## config.mk

```make
export PLATFORM = sky130hd
export DESIGN_NAME = uu_acmac_sta_ba_ctrl_flat
export DESIGN_NICKNAME = d
export VERILOG_FILES = /design/src/rtl/uu_acmac_sta_ba_ctrl_if.sv /design/src/rtl/uu_acmac_sta_ba_ctrl.sv /design/src/flat_wrapper.sv
export SDC_FILE = /design/constraint.sdc
export NUM_CORES = 1
export LEC_CHECK = 0
export ABC_AREA = 0
export BUFFER_PORTS_ARGS = -buffer_cell sky130_fd_sc_hd__buf_2
export CAP_MARGIN = 20
export CORE_ASPECT_RATIO = 2
export CORE_MARGIN = 8
export CORE_UTILIZATION = 54
export DETAILED_ROUTE_END_ITERATION = 6
export MAX_ROUTING_LAYER = met4
export PLACE_DENSITY = 0.85
export SYNTH_ARGS = -nofsm -noshare
export SYNTH_HDL_FRONTEND = slang
export SYNTH_SLANG_ARGS = --single-unit
```

## constraint.sdc

```tcl
create_clock -name clk -period 3.3 [get_ports clk]
set_input_delay 0.33 -clock clk [delete_from_list [all_inputs] [get_ports clk]]
set_output_delay 0.33 -clock clk [all_outputs]
set_load 0.05 [all_outputs]
```

## src/rtl/uu_acmac_sta_ba_ctrl_if.sv

```systemverilog
// uu_acmac_sta_ba_ctrl_if: BA scoreboard request/response handshake plus BA memory port
interface uu_acmac_sta_ba_ctrl_if #(parameter int STA_W = 8);
  logic             req_valid;
  logic             req_ready;
  logic [1:0]       req_cmd;
  logic [STA_W-1:0] req_sta;
  logic [11:0]      req_seq;
  logic             rsp_valid;
  logic [1:0]       rsp_status;
  logic [11:0]      rsp_ssn;
  logic [63:0]      rsp_bitmap;
  logic             mem_tx_in_en;
  logic [3:0]       mem_tx_in_wen;
  logic [13:0]      mem_tx_in_addr;
  logic [31:0]      mem_tx_in_data;
  logic [31:0]      mem_tx_out_data;
  modport master (
    output req_valid, req_cmd, req_sta, req_seq, mem_tx_out_data,
    input  req_ready, rsp_valid, rsp_status, rsp_ssn, rsp_bitmap,
           mem_tx_in_en, mem_tx_in_wen, mem_tx_in_addr, mem_tx_in_data
  );
  modport slave (
    input  req_valid, req_cmd, req_sta, req_seq, mem_tx_out_data,
    output req_ready, rsp_valid, rsp_status, rsp_ssn, rsp_bitmap,
           mem_tx_in_en, mem_tx_in_wen, mem_tx_in_addr, mem_tx_in_data
  );
endinterface

```

## src/rtl/uu_acmac_sta_ba_ctrl.sv

```systemverilog
// uu_acmac_sta_ba_ctrl: per-station block-ack scoreboard memory master (SET_BIT / READ / INIT)
module uu_acmac_sta_ba_ctrl #(
  parameter int STA_W       = 8,
  parameter int ENTRY_WORDS = 4,
  parameter int BASE_ADDR   = 0
) (
  input logic                clk,
  input logic                rst,
  uu_acmac_sta_ba_ctrl_if.slave bus
);
  localparam logic [1:0] SET = 2'b00, RD = 2'b01, INI = 2'b10;
  localparam logic [1:0] OK = 2'b00, OUT_WIN = 2'b01, NOT_INIT = 2'b10, BAD_CMD = 2'b11;
  typedef enum logic [2:0] {IDLE, C1, C2, C3, RSP} state_t;
  state_t           state, st;
  logic [1:0]       cmd, stat, status_q;
  logic [13:0]      base;
  logic [11:0]      seq, ssn, off, ssn_q;
  logic [5:0]       boff;
  logic             set_ok, hit;
  logic [31:0]      hdr, lo;
  logic [63:0]      bitmap_q;
  logic [STA_W-1:0] sta_in;
  // rst forces the idle decode so the memory port is harmless during reset
  assign st     = rst ? IDLE : state;
  assign hdr    = bus.mem_tx_out_data;
  assign sta_in = bus.req_sta;
  assign off    = seq - hdr[11:0];
  assign hit    = hdr[31] && off < 12'd64;
  assign bus.req_ready  = st == IDLE;
  assign bus.rsp_valid  = st == RSP;
  assign bus.rsp_status = status_q;
  assign bus.rsp_ssn    = ssn_q;
  assign bus.rsp_bitmap = st == RSP && cmd == RD ? {hdr, lo} : bitmap_q;
  // SET_BIT addresses and write data follow the live read word, so the port is decoded per cycle
  always_comb begin
    bus.mem_tx_in_en   = 1'b1;
    bus.mem_tx_in_wen  = 4'h0;
    bus.mem_tx_in_addr = 14'd0;
    bus.mem_tx_in_data = 32'd0;
    if (st == C1) begin
      bus.mem_tx_in_addr = base;
      bus.mem_tx_in_wen  = cmd == INI ? 4'hF : 4'h0;
      bus.mem_tx_in_data = cmd == INI ? {1'b1, 19'b0, seq} : 32'd0;
    end else if (st == C2 && (cmd != SET || hit)) begin
      bus.mem_tx_in_addr = base + 14'd1 + {13'd0, cmd == SET && off[5]};
      bus.mem_tx_in_en   = cmd != INI;
    end else if (st == C3 && (cmd != SET || set_ok)) begin
      bus.mem_tx_in_addr = base + (cmd == SET ? 14'd1 + {13'd0, boff[5]} : 14'd2);
      bus.mem_tx_in_en   = cmd != INI;
      bus.mem_tx_in_wen  = cmd == SET ? 4'hF : 4'h0;
      bus.mem_tx_in_data = cmd == SET ? hdr | (32'd1 << boff[4:0]) : 32'd0;
    end
  end
  always_ff @(posedge clk)
    if (rst) begin
      state    <= IDLE;
      cmd      <= 2'b00;
      base     <= 14'd0;
      seq      <= 12'd0;
      ssn      <= 12'd0;
      boff     <= 6'd0;
      set_ok   <= 1'b0;
      stat     <= OK;
      lo       <= 32'd0;
      status_q <= OK;
      ssn_q    <= 12'd0;
      bitmap_q <= 64'd0;
    end else
      case (state)
        IDLE: if (bus.req_valid) begin
          cmd   <= bus.req_cmd;
          seq   <= bus.req_seq;
          base  <= 14'(BASE_ADDR + ENTRY_WORDS * int'(sta_in));
          state <= &bus.req_cmd ? RSP : C1;
          if (&bus.req_cmd) status_q <= BAD_CMD;
        end
        C1: state <= C2;
        C2: begin
          state  <= C3;
          ssn    <= hdr[11:0];
          boff   <= off[5:0];
          set_ok <= hit;
          stat   <= !hdr[31] ? NOT_INIT : cmd == SET && !hit ? OUT_WIN : OK;
        end
        C3: begin
          state    <= RSP;
          lo       <= hdr;
          status_q <= cmd == INI ? OK : stat;
          ssn_q    <= cmd == INI ? seq : ssn;
        end
        RSP: begin
          state <= IDLE;
          if (cmd == RD) bitmap_q <= {hdr, lo};
        end
        default: state <= IDLE;
      endcase
endmodule

```

## src/flat_wrapper.sv

```systemverilog
// flat-port wrapper written by rule: the top's interface ports become plain ports
module uu_acmac_sta_ba_ctrl_flat 
#(
  parameter int STA_W       = 8,
  parameter int ENTRY_WORDS = 4,
  parameter int BASE_ADDR   = 0
)
  (clk, rst, bus_req_valid, bus_req_cmd, bus_req_sta, bus_req_seq, bus_mem_tx_out_data, bus_req_ready, bus_rsp_valid, bus_rsp_status, bus_rsp_ssn, bus_rsp_bitmap, bus_mem_tx_in_en, bus_mem_tx_in_wen, bus_mem_tx_in_addr, bus_mem_tx_in_data);
  uu_acmac_sta_ba_ctrl_if #(.STA_W(STA_W)) bus_i ();
  input logic clk;
  input logic rst;
  input wire logic [$bits(bus_i.req_valid)-1:0] bus_req_valid;
  input wire logic [$bits(bus_i.req_cmd)-1:0] bus_req_cmd;
  input wire logic [$bits(bus_i.req_sta)-1:0] bus_req_sta;
  input wire logic [$bits(bus_i.req_seq)-1:0] bus_req_seq;
  input wire logic [$bits(bus_i.mem_tx_out_data)-1:0] bus_mem_tx_out_data;
  output wire logic [$bits(bus_i.req_ready)-1:0] bus_req_ready;
  output wire logic [$bits(bus_i.rsp_valid)-1:0] bus_rsp_valid;
  output wire logic [$bits(bus_i.rsp_status)-1:0] bus_rsp_status;
  output wire logic [$bits(bus_i.rsp_ssn)-1:0] bus_rsp_ssn;
  output wire logic [$bits(bus_i.rsp_bitmap)-1:0] bus_rsp_bitmap;
  output wire logic [$bits(bus_i.mem_tx_in_en)-1:0] bus_mem_tx_in_en;
  output wire logic [$bits(bus_i.mem_tx_in_wen)-1:0] bus_mem_tx_in_wen;
  output wire logic [$bits(bus_i.mem_tx_in_addr)-1:0] bus_mem_tx_in_addr;
  output wire logic [$bits(bus_i.mem_tx_in_data)-1:0] bus_mem_tx_in_data;
  assign bus_i.req_valid = bus_req_valid;
  assign bus_i.req_cmd = bus_req_cmd;
  assign bus_i.req_sta = bus_req_sta;
  assign bus_i.req_seq = bus_req_seq;
  assign bus_i.mem_tx_out_data = bus_mem_tx_out_data;
  assign bus_req_ready = bus_i.req_ready;
  assign bus_rsp_valid = bus_i.rsp_valid;
  assign bus_rsp_status = bus_i.rsp_status;
  assign bus_rsp_ssn = bus_i.rsp_ssn;
  assign bus_rsp_bitmap = bus_i.rsp_bitmap;
  assign bus_mem_tx_in_en = bus_i.mem_tx_in_en;
  assign bus_mem_tx_in_wen = bus_i.mem_tx_in_wen;
  assign bus_mem_tx_in_addr = bus_i.mem_tx_in_addr;
  assign bus_mem_tx_in_data = bus_i.mem_tx_in_data;
  uu_acmac_sta_ba_ctrl #(.STA_W(STA_W), .ENTRY_WORDS(ENTRY_WORDS), .BASE_ADDR(BASE_ADDR)) u_core (.clk(clk), .rst(rst), .bus(bus_i));
endmodule
```

==> metrics.yaml <==
outcome:
  outcome: "completed"
power_and_ir_drop:
  pwr-share-seq_pct: 44.8
  p_switching_w: 0.001323
  p_clk_share_pct: 41.0
  internal-power_w: 0.003147
  peakVddDrop_uv: 328.0
  p_per_area_nw_per_um2: 482.8
  switching_share_pct: 29.59
  leakage_nw: 3.955
  combPwrFrac_pct: 14.2
floorplan:
  start_util_pct: 55.06
  dieArea_um2: 18370
  ioPinCount: 188
  die_h_um: 183.8
  core_um2: 13810
  die_width_um: 99.92
  rows: 61
synth:
  yosysWarningCount: 0
  netlist_area_um2: 7606
  synth_most_common_cell: "nand2_1"
  ys_types: 57
  yosysSeqAreaShare_pct: 41.06
  synth_top_area_share_pct: 41.06
  synth_edf_count: 0
  synth_cells: 987
  synthMuxAreaShare_pct: 11.07
  async_reset_ff_share_pct: 0
  synth_top_family_by_area: "simple AND/OR/NAND/NOR gates"
  ys_ff_latch: 156
  yosysTopAreaCell: "dfxtp_1"
  syn_avg_cell_area_um2: 7.706
  yosys-top-cells-area: "dfxtp_1 41%, nand2_1 14%, a21oi_1 12%"
  synth_common_cells: "291 x nand2_1, 186 x a21oi_1, 156 x dfxtp_1, 54 x nor2_1, 49 x clkbuf_1"
  synthAdderAreaFrac_pct: 2.073
  synthXorXnorAreaFrac_pct: 1.003
  synth_compound_area_share_pct: 17.68
  synth_top_flop_cell: "dfxtp_1"
  synth-simple-area-share_pct: 21.68
sta:
  worst_hold_slack_ns: 0.1449
  final_max_slew_viol_count: 0
  period_needed_ns: 3.220
  hold_viol: 0
  worst_slew_pin_slew_ns: 0.9095
  fin_ws_ns: 0.07995
  finalSetupViolations: 0
  fmax_mhz: 310.6
  fin_crit_sh_pct: 97.58
  skew_ns: 0.009891
  max_slew_margin_pct: 39.24
setup_path:
  path_max_fanout: 5
  cp_data_arrival_time_ns: 2.89
  cp-start-kind: "flip-flop"
  cp_slowest_cell: "ha_1"
  cp.buffers_inverters: 2
  crit_type: "flip-flop to output port"
  path_delay_family: "compound AO/OA/AOI/OAI gates"
  critPathRequiredTime_ns: 2.97
  critical_path_cell_count: 10
  path_common_cell: "buf_6"
  worst_setup_path_end_kind: "output port"
  rr_worst_depth: 10
  worstPathCellList: "ha_1, a21o_1, a31oi_2, and2_4, a311oi_1, nor3_4, buf_6, nand4_2, o31ai_2, buf_6"
  cpPeakStageDelay_ns: 0.37
clock_tree:
  htreeDepth: 4
  cts_tree: "built"
  cts-root-buf: "clkbuf_16"
  clk_pin_slew_ns: 0.07
  postCtsHoldBufs: 0
  clock_path_buffers: 2
  clk_latency_ns: 0.42
  cts_num_sinks: 156
  cts_buffers: 17
drt:
  via_per_inst: 5.793
  top_layer_used: "met4"
  dr.pass1.iters: 5
  met1_length_um: 8993
  wirelength_um: 25150
  dr_wl_met2_um: 13210
  postRouteAntennaNets: 0
  wl_met3_um: 1471
  drtIter0Drc: 612
  wire_per_inst_um: 18.88
  drc: 0
  vias: 7716
worst_hold_path:
  hold_class: "primary input to flip-flop"
  hold_depth: 3
global_routing:
  grt_pass1_vias: 7459
  track_usage_pct: 27.11
  overflow: 0
  antenna_found_initial: 0
  grt_first_pass_wirelength_um: 38190
  grt_max_degree: 86
placement:
  dp_slack_ns: 0.2215
  detailed_place_hpwl_um: 17210
  dpl-instance-area_um2: 8567
  port_buffers: 183
  routabilityCongestion: 0.9743
final_layout:
  final_core_util_pct: 67.02
  area_growth_pct: 21.73
  nets: 1200
  fill_cells: 1205
  fin_area_um2: 9259
  drive_gt1_share_pct: 26.68
  antenna_cells: 0
job:
  maxCapViolations: 0
## routing by layer
| layer | GRT usage (%) | up-vias |
|---|---|---|
| met3 | 4.552 | 110 |
| met1 | 26.66 | 3620 |
| met4 | 17.45 | 0 |
| li1 | - | 3612 |
| met5 | - | - |
| met2 | 47.84 | 374 |
## power groups by stage
stage	Combinational, W	Clock [W]	Sequential, W
after floorplan	0.000401	0	0.00204
after global placement	0.000581	0	0.00204
after detailed placement	0.000592	0	0.00204
after CTS	0.000604	0.00185	0.00200
after global routing	0.000681	0.00193	0.00201
final	0.000634	0.00183	0.00200
## cell type report
type                            count  area [um^2]  share of cell area, %
Clock buffer                       18        439.2                  4.743
Timing Repair Buffer              202         1110                  11.99
Tap cell                          189        236.5                  2.554
Multi-Input combinational cell    739         4182                  45.16
Clock inverter                     13        107.6                  1.162
Inverter                           15        56.30                 0.6081
Sequential cell                   156         3128                  33.78
## final timing paths
kind | endpoint | from | slack, ns
hold reg to reg | u_core.bitmap_q[51] | u_core.bitmap_q[51] | 0.45
setup / recovery | bus_mem_tx_in_addr[1] | u_core.seq[4] | 0.08
hold / removal | u_core.base[4] | bus_req_sta[2] | 0.14
setup reg to reg | u_core.stat[0] | u_core.seq[4] | 0.82
## registers in the layout (all words and copies together) (netlist names)
name / cells
u_core.bitmap_q: 64
u_core.bus.rsp_status: 2
u_core.lo: 32
u_core.boff: 6
u_core.seq: 12
u_core.state: 3
u_core.stat: 2
u_core.base: 8
u_core.set_ok: 1
u_core.ssn: 12
u_core.cmd: 2
u_core.bus.rsp_ssn: 12
## cell families after synthesis
logic type	after synthesis
muxes	76
AOI/OAI and AO/OA	243
adders and majority gates	12
DFF	156
xor gates and xnor gates	7
other	1
and+or+nand+nor	397
buffers and inverters	95
## metrics by stage
stage          setup TNS [ns]  total power, W  std cells
6_report                    0        0.004470       1332
5_1_grt               -0.1400        0.004620       1332
4_1_cts                     0        0.004449       1329
3_5_place_dp                0        0.002631       1297
3_3_place_gp                0        0.002619       1297
2_1_floorplan               0        0.002443        990
## worst min-delay path: cells and delay by family
kind	cells	cell delay, ns
buffers and inverters	1	0.09
and+or+nand+nor	1	0.05
AOI/OAI and AO/OA	1	0.05
## placed cells by master, fill, tap and decap left out, types with 3 or more instances in the layout
cell type and n:
nor3_1 10, o21ai_0 6, dfxtp_1 152, conb_1 4
a21oi_1 185, clkinvlp_4 4, nor3b_1 5, a21o_1 3
inv_6 5, ha_2 3, mux2_2 39, dfxtp_2 4
buf_4 25, a21boi_1 6, xnor2_1 5, o21ai_1 11
buf_2 172, inv_1 15, nor2b_1 4, nor2_1 53
nand3_1 4, nand2_1 291, buf_6 3, a211oi_1 14
ha_1 6, clkbuf_16 17, mux2_1 25, mux2i_1 10
## timing repair
| action | 4_1_cts | 5_1_grt |
|---|---|---|
| setup buffers | 1 | 3 |
| setup endpoints to repair | 10 | 17 |
| gates resized for setup | 14 | 20 |
| cloned | 0 | 0 |
| pin swaps | 5 | 7 |
No activity file was read; power rests on OpenSTA's default activity.
